--- src/rtl/reg_dst_sel_pipe.sv ---
// Register-file write-destination selector (rt / rd / link / none) feeding an in-order valid/ready buffer.
// Optional build macro REG_DST_ZERO_SQUASH_EN: pushes that select register 0 are stored with wr_en = 0.
module reg_dst_sel_pipe #(
    parameter int REG_ADDR_W = 5,
    parameter int LINK_REG   = 31,
    parameter int DEPTH      = 2
) (
    input  logic                  clk,
    input  logic                  reset,
    input  logic                  flush,
    input  logic                  in_valid,
    output logic                  in_ready,
    input  logic [REG_ADDR_W-1:0] rt,
    input  logic [REG_ADDR_W-1:0] rd,
    input  logic [1:0]            dst_mode,
    output logic                  out_valid,
    input  logic                  out_ready,
    output logic [REG_ADDR_W-1:0] dest,
    output logic                  wr_en
);

    localparam int PTR_W = $clog2(DEPTH);
    localparam int CNT_W = $clog2(DEPTH + 1);

    // Handshake: a transfer happens on an edge where valid and ready are both high.
    // in_ready/out_valid depend only on the occupancy count, never on the partner's signal.

    logic [REG_ADDR_W-1:0] dest_mem_q [DEPTH];
    logic                  wr_en_mem_q [DEPTH];

    logic [PTR_W-1:0] wr_ptr_q, wr_ptr_d;
    logic [PTR_W-1:0] rd_ptr_q, rd_ptr_d;
    logic [CNT_W-1:0] count_q, count_d;

    logic                  push;
    logic                  pop;
    logic                  mem_we;
    logic [REG_ADDR_W-1:0] sel_dest;
    logic                  sel_we;

    assign in_ready  = (count_q != CNT_W'(DEPTH));
    assign out_valid = (count_q != '0);
    assign push      = in_valid & in_ready;
    assign pop       = out_valid & out_ready;
    assign mem_we    = push & ~flush & ~reset;

    always_comb begin
        sel_dest = '0;
        sel_we   = 1'b0;
        case (dst_mode)
            2'd0: begin
                sel_dest = rt;
                sel_we   = 1'b1;
            end
            2'd1: begin
                sel_dest = rd;
                sel_we   = 1'b1;
            end
            2'd2: begin
                sel_dest = REG_ADDR_W'(LINK_REG);
                sel_we   = 1'b1;
            end
            default: begin
                sel_dest = '0;
                sel_we   = 1'b0;
            end
        endcase
`ifdef REG_DST_ZERO_SQUASH_EN
        // $zero is never written, so the write is killed before it is buffered.
        if (sel_dest == '0) begin
            sel_we = 1'b0;
        end
`endif
    end

    always_comb begin
        wr_ptr_d = wr_ptr_q;
        rd_ptr_d = rd_ptr_q;
        count_d  = count_q;
        if (flush) begin
            wr_ptr_d = '0;
            rd_ptr_d = '0;
            count_d  = '0;
        end else begin
            if (push) begin
                wr_ptr_d = (wr_ptr_q == PTR_W'(DEPTH - 1)) ? '0 : wr_ptr_q + PTR_W'(1);
            end
            if (pop) begin
                rd_ptr_d = (rd_ptr_q == PTR_W'(DEPTH - 1)) ? '0 : rd_ptr_q + PTR_W'(1);
            end
            case ({push, pop})
                2'b10:   count_d = count_q + CNT_W'(1);
                2'b01:   count_d = count_q - CNT_W'(1);
                default: count_d = count_q;
            endcase
        end
    end

    always_ff @(posedge clk) begin
        if (reset) begin
            wr_ptr_q <= '0;
            rd_ptr_q <= '0;
            count_q  <= '0;
        end else begin
            wr_ptr_q <= wr_ptr_d;
            rd_ptr_q <= rd_ptr_d;
            count_q  <= count_d;
        end
    end

    // Entry storage needs no reset; occupancy alone decides what is visible.
    always_ff @(posedge clk) begin
        if (mem_we) begin
            dest_mem_q[wr_ptr_q]  <= sel_dest;
            wr_en_mem_q[wr_ptr_q] <= sel_we;
        end
    end

    assign dest  = out_valid ? dest_mem_q[rd_ptr_q] : '0;
    assign wr_en = out_valid ? wr_en_mem_q[rd_ptr_q] : 1'b0;

endmodule
--- config.mk ---
export PLATFORM = sky130hd
export DESIGN_NAME = reg_dst_sel_pipe
export DESIGN_NICKNAME = d
export VERILOG_FILES = /design/src/rtl/reg_dst_sel_pipe.sv
export SDC_FILE = /design/constraint.sdc
export NUM_CORES = 1
export LEC_CHECK = 0
export ABC_AREA = 1
export CORE_UTILIZATION = 35
export CTS_CLUSTER_DIAMETER = 200
export DETAILED_ROUTE_END_ITERATION = 7
export PLACE_DENSITY = 0.66
export SLEW_MARGIN = 5
export SYNTH_ARGS = -nofsm -noshare
export SYNTH_HDL_FRONTEND = slang
export SYNTH_SLANG_ARGS = --single-unit
--- constraint.sdc ---
create_clock -name clk -period 1.2 [get_ports clk]
set_input_delay 0.12 -clock clk [delete_from_list [all_inputs] [get_ports clk]]
set_output_delay 0.12 -clock clk [all_outputs]
set_load 0.01 [all_outputs]
==> metrics, run 1 <==
outcome complete, but fails checks; failing checks negative setup slack; clock share of power 25.2%; io pins 25; fin nets 150; post-synthesis cell count 88; wire length of the first global-routing pass 2.67 mm; Worst Max-Slew Pin Slew 183 ps; worst endpoint required time 1400 ps; largest family of logic cells by synthesized area simple AND/OR/NAND/NOR gates; DRC viols 0; Slew Viols, Final 0; sequential share of the synthesized area 57.5%; cts hold-fix bufs 0; post-DR vias/cell 4.64; starting DRC count in detailed routing 15; Hold Crit Class reg2reg; Layout Skew 6.83 ps; Seq cells post-synth 17; global route total overflow 0; Synth Cell Area about 800 um^2; post-synthesis compound-gate area fraction 8.75%; largest net degree at the start of global routing 11; clk root buf clkbuf_4; Pint 0.904 mW; Finished Layout Cells 158; Psw between 0.2 and 0.3 mW; Synth Area in Simple Gates 28.0%; Sink Count 17; mean post-synth cell area 9.10 um^2; gr usage total between 10% and 20%; die height 49.8 um; period utilisation layout 107%; Fill cells around 190; Core Rows 16; FMAX approximately 0.8 GHz; Max FO, Critical Path 4; CP startpoint kind flop; H-tree levels 1; Pre-Repair DR Iteration Count 4; GPL Wtd Cong 0.739; VDD IR max 0.458 mV; P per Cell Area about 960 nW/um^2; Post-Synth Adder-Cell Area 1.56%; clk slew on worst S/H paths 100 ps; Final min period 1290 ps; Antenna Cells 0; sequential share of power between 50% and 60%; Die Span X 49.8 um; Placeable Area 2060 um^2; Initial Util 38.8%; Post-Route WL 1.61 mm; Setup violations, final 8; Combinational Power Share 20.5%; Post-Synth XOR/XNOR Area 0%; RSZ-0062 raised after global routing yes; wire per inst 10.2 um; fin worst setup slack -86.1 ps; Setup CP Type reg2reg; Leakage 0.500 nW; placed insts 150; final hold violation count 0; slew margin rel. ~88%; Syn Nets 106; share of cells above drive strength 1 roughly 39%; post-DP HPWL 1.26 mm; max_cap viols 0; crit path DAT between 1000 and 1500 ps; CTS tree built; Setup TNS -420 ps; antenna-violating nets left 0; DR vias between 700 and 800; Syn. warnings 0; area grow syn2layout 57.0%; IO Port Bufs 24; sw frac between 20% and 30%; Die ar. 2480 um^2; Max Root-Sink Buffers 2; Skew-Pair Late Insertion Delay 290 ps; vias in the first global route 675; Critical Path Sink Type flop; worst hold slack 498 ps; mux contribution to synthesized area 0%; number of distinct library cells after synthesis 16; CTS buffer count 3; initial antenna violation count 0
## layout make-up
cell class / instances / area [um^2] / share of cell area, %
repair buffers: 39 / 337 / 26.8
well taps: 27 / 33.8 / 2.69
multi-input cells: 62 / 357 / 28.4
clock inverters: 1 / 5.00 / 0.398
clock buffers: 3 / 22.5 / 1.79
flip-flops and latches: 17 / 469 / 37.3
inverters: 9 / 33.8 / 2.69
## power groups by stage
stage | Sequential [mW] | Clock, mW | Combinational [mW]
finish | 0.654 | 0.303 | 0.246
global placement | 0.669 | 0 | 0.218
detailed placement | 0.670 | 0 | 0.224
floorplan | 0.668 | 0 | 0.0927
global route | 0.656 | 0.332 | 0.269
CTS | 0.654 | 0.313 | 0.238
## flip-flops by register name (all words and copies together) (netlist names), named ones only
| register | cells |
|---|---|
| count_q | 2 |
| wr_en_mem_q | 2 |
| wr_ptr_q | 1 |
| dest_mem_q | 10 |
| rd_ptr_q | 1 |
## worst paths after layout
check,startpoint,to,slack (ps),cells after the start
worst min-delay path,wr_ptr_q,wr_ptr_q,500,2
worst max register to register,count_q[0],count_q[1],-90,9
worst max-delay path,count_q[0],count_q[1],-90,9
worst min register to register,wr_ptr_q,wr_ptr_q,500,2
## critical path, stage by stage, from the launching register on
cell,delay [ps]
dfxtp_4,380
nor2_4,140
buf_6,120
nor2_4,30
ha_4,270
inv_2,40
nand2_2,60
nor2_2,40
nor2_1,80
nor2_1,50
## stage by stage
step                      util, %  setup slack [ps]  area (um^2)  total power [mW]
final                        61.0             -86.1         1260              1.20
after floorplan                 -             -8.80          821             0.761
after CTS                    60.1             -84.9         1240              1.21
after global routing         61.0              -145         1260              1.26
after detailed placement     57.7              -205         1190             0.894
after global placement       57.7              -169         1190             0.888
## synth_stat cells
cell type  number  area (um^2)
nand2_1        19         71.3
nor2_1         14         52.6
a21oi_1        12         60.1
edfxtp_1       12          360
inv_1           8         30.0
dfxtp_1         5          100
nor3_1          5         25.0
nand2_2         3         18.8
nor2_4          3         33.8
ha_1            1         12.5
inv_2           1         3.75
nand2_4         1         11.3
nand3_1         1         5.00
nand4_1         1         6.26
o21ai_0         1         5.00
o21ai_1         1         5.00
## cells by family (layout without fill, tap and decap cells)
family,Yosys count,count (layout)
compound gates,14,14
fa+ha+maj,1,1
buf+inv,9,52
flops,17,17
simple gates,47,47
## metal layers
layer | share of wire, % | global-route usage (%) | vias to the layer above
li1 | - | - | 378
met1 | 40 | 15.7 | 324
met2 | 51 | 26.8 | 25
met3 | 5.0 | 1.85 | 6
met4 | 3.0 | 11.4 | 0
met5 | 0 | 0 | -
## placed cells by master, fill, tap and decap left out, types with 3 or more instances in the layout
cell type / count
clkdlybuf4s50_1: 16
a21oi_1: 6
inv_1: 6
buf_6: 3
nor2_2: 3
nand2_2: 3
edfxtp_1: 12
nor3_1: 5
inv_2: 3
nor2_4: 3
clkbuf_4: 3
a21oi_2: 6
buf_2: 8
nand2_1: 18
buf_4: 11
nor2_1: 11
## timing repair
| item | 4_1_cts | 5_1_grt |
|---|---|---|
| gates resized for setup | 44 | 7 |
| pin swaps | 4 | 5 |
| setup endpoints to repair | 10 | 18 |
| setup buffers | 3 | 1 |
No activity file was read; power rests on OpenSTA's default activity.
==> inputs of run 2 (changes only) <==
--- a/config.mk
+++ b/config.mk
@@ -10,7 +10,7 @@
 export CTS_CLUSTER_DIAMETER = 200
 export DETAILED_ROUTE_END_ITERATION = 7
 export PLACE_DENSITY = 0.66
-export SLEW_MARGIN = 5
+export SLEW_MARGIN = 25
 export SYNTH_ARGS = -nofsm -noshare
 export SYNTH_HDL_FRONTEND = slang
 export SYNTH_SLANG_ARGS = --single-unit
==> results of run 2 <==
Same layout as run 1: the final DEF is identical, and so are final timing and power.
==> inputs of run 3 (changes only) <==
--- a/config.mk
+++ b/config.mk
@@ -6,10 +6,13 @@
 export NUM_CORES = 1
 export LEC_CHECK = 0
 export ABC_AREA = 1
+export CORE_MARGIN = 3
 export CORE_UTILIZATION = 35
 export CTS_CLUSTER_DIAMETER = 200
 export DETAILED_ROUTE_END_ITERATION = 7
 export PLACE_DENSITY = 0.66
+export RECOVER_POWER = 100
+export REMOVE_ABC_BUFFERS = 1
 export SLEW_MARGIN = 25
 export SYNTH_ARGS = -nofsm -noshare
 export SYNTH_HDL_FRONTEND = slang
==> run 3 against run 2 <==
  * The flow still finishes with violations (negative setup slack)
  * Combinational power down 6%
  * Clock skew down 5.0 ps
  * Sequential cell count unchanged
  * Clock power down 2%
  * Sequential share of layout area up 0.68 points
  * Critical path depth down 1
  * Highest routed layer unchanged
==> metrics, run 3 (same netlist as run 1, synthesis figures left out) <==
gr usage total 14.3% (was 15.0%); most frequent cells in the layout nand2_1, clkdlybuf4s50_1, a21oi_1, edfxtp_1, nor2_1 (was nand2_1, clkdlybuf4s50_1, edfxtp_1, nor2_1, buf_4); fin worst setup slack -69.5 ps (was -86.1 ps); largest net degree at the start of global routing 10 (was 11); post-DP HPWL 1.35 mm (was 1.26 mm); crit path cell chain nor2_4 -> buf_6 -> nor2_4 -> ha_4 -> inv_2 -> nand4_1 -> nand2_1 -> nor2_1 (was nor2_4 -> buf_6 -> nor2_4 -> ha_4 -> inv_2 -> nand2_2 -> nor2_2 -> nor2_1 -> nor2_1); most used cell along the critical path nor2_4; antenna-violating nets left 0 (unchanged); placed insts 150 (unchanged); Antenna Cells 0 (unchanged); most flop-heavy register dest_mem_q (unchanged); Skew-Pair Late Insertion Delay 280 ps (was 290 ps); die height 53.8 um (was 49.8 um); fin area 1230 um^2 (was 1260 um^2); DRC viols 0 (unchanged); max FFs per register 10 (unchanged); io pins 25 (unchanged); IO Port Bufs 24 (unchanged); worst endpoint required time 1390 ps (was 1400 ps); post-DR vias/cell 4.65 (was 4.64); Finished Layout Cells 157 (was 158); Worst Max-Slew Pin Slew 214 ps (was 183 ps); Final min period 1270 ps (was 1290 ps); area grow syn2layout 54.2% (was 57.0%); biggest regs dest_mem_q: 10 flops, count_q: 2 flops, wr_en_mem_q: 2 flops (unchanged); Core Util, Final 59.9% (was 61.0%); GPL Wtd Cong 0.703 (was 0.739); Die Span X 53.8 um (was 49.8 um); initial antenna violation count 0 (unchanged); worst hold slack 507 ps (was 498 ps); CTS buffer count 3 (unchanged); Hold Crit Class reg2reg (unchanged); Top delay family on crit path flip-flops (was simple AND/OR/NAND/NOR gates); Leakage 0.495 nW (was 0.500 nW); P per Cell Area 957 nW/um^2 (was 956 nW/um^2); Layout Skew 1.81 ps (was 6.83 ps); cts hold-fix bufs 0 (unchanged); H-tree levels 1 (unchanged); Placeable Area 2060 um^2 (unchanged); starting DRC count in detailed routing 5 (was 15); final hold violation count 0 (unchanged); Sink Count 17 (unchanged); Setup violations, final 5 (was 8); slowest CP cell dfxtp_4 (unchanged); clk slew on worst S/H paths 90 ps (was 100 ps); Critical Path Sink Type flop (unchanged); Setup TNS -129 ps (was -420 ps); VDD IR max 0.442 mV (was 0.458 mV); CTS tree built (unchanged); commonest non-fill, non-tap cell in the layout nand2_1 (unchanged); Placed Area 1160 um^2 (was 1190 um^2); Post-Route WL 1.77 mm (was 1.61 mm); FMAX 0.788 GHz (was 0.778 GHz); CP startpoint kind flop (unchanged); Placement Setup Slack -205 ps (about the same); failing checks negative setup slack (unchanged); Die ar. 2900 um^2 (was 2480 um^2); clk root buf clkbuf_4 (unchanged); global route total overflow 0 (unchanged); post-layout power 1.18 mW (was 1.20 mW); Initial Util 38.8% (unchanged); Max FO, Critical Path 7 (was 4); Setup CP Type reg2reg (unchanged); crit-path max cell delay 390 ps (was 380 ps); max_cap viols 0 (unchanged); share of cells above drive strength 1 32.3% (was 38.9%); vias in the first global route 717 (was 675); Max Root-Sink Buffers 2 (unchanged); outcome complete, but fails checks (unchanged); wire length of the first global-routing pass 2.92 mm (was 2.67 mm); wire per inst 11.3 um (was 10.2 um); period utilisation layout 106% (was 107%); DR vias 730 (was 733); crit path DAT 1460 ps (was 1480 ps); fin nets 149 (was 150); critical path buffer and inverter count 2 (unchanged); RSZ-0062 raised after global routing yes (unchanged); Core Rows 16 (unchanged); Slew Viols, Final 0 (unchanged); Pre-Repair DR Iteration Count 2 (was 4); slew margin rel. 85.7% (was 87.7%)
run 3: changes by cell type in the layout (fill, tap and decap cells not counted), moves of 2 or more:
cell and delta:
a21oi_1 +6, a21oi_2 -6, buf_4 -3, nor2_4 +3
buf_6 +2, clkbuf_1 +2, nor2_2 -2
run 3: worst register-to-register path: stages, from the launching register on:
cell and delay (ps):
dfxtp_4 390, nor2_4 40, buf_6 130, nor2_4 120, ha_4 220, inv_2 50
nand4_1 100, nand2_1 90, nor2_1 40
run 3: timing repair:
item,in CTS,in global routing
gates resized for setup,51,3
buffers inserted,3,1
setup endpoints to repair,22,22
pin swaps,5,5
run 3: where the power goes:
| part | leakage [nW] | internal (mW) | switching [mW] |
|---|---|---|---|
| sequential | 0.151 | 0.644 | 0.0108 |
| combinational | 0.329 | 0.125 | 0.107 |
| clock | 0.0150 | 0.129 | 0.167 |
run 3: final timing paths:
kind	start	end	slack, ps	cells past startpoint
max	count_q[0]	count_q[1]	-70	8
min	wr_ptr_q	wr_ptr_q	510	2
max reg2reg	count_q[0]	count_q[1]	-70	8
min reg2reg	wr_ptr_q	wr_ptr_q	510	2
run 3: cell type report:
cell class / instances / area (um^2)
clock buffer: 4 / 26.3
fill: 178 / 827
inverter: 9 / 36.3
multi-input combinational: 62 / 349
sequential: 17 / 469
tap: 27 / 33.8
timing repair buffer: 38 / 320
run 3: routing by layer:
layer	GRT usage [%]	share of wire [%]	vias to the layer above
li1	-	-	381
met1	15.7	41	331
met2	26.0	54	16
met3	1.94	3.8	2
met4	7.66	1.1	0
met5	0	0	-
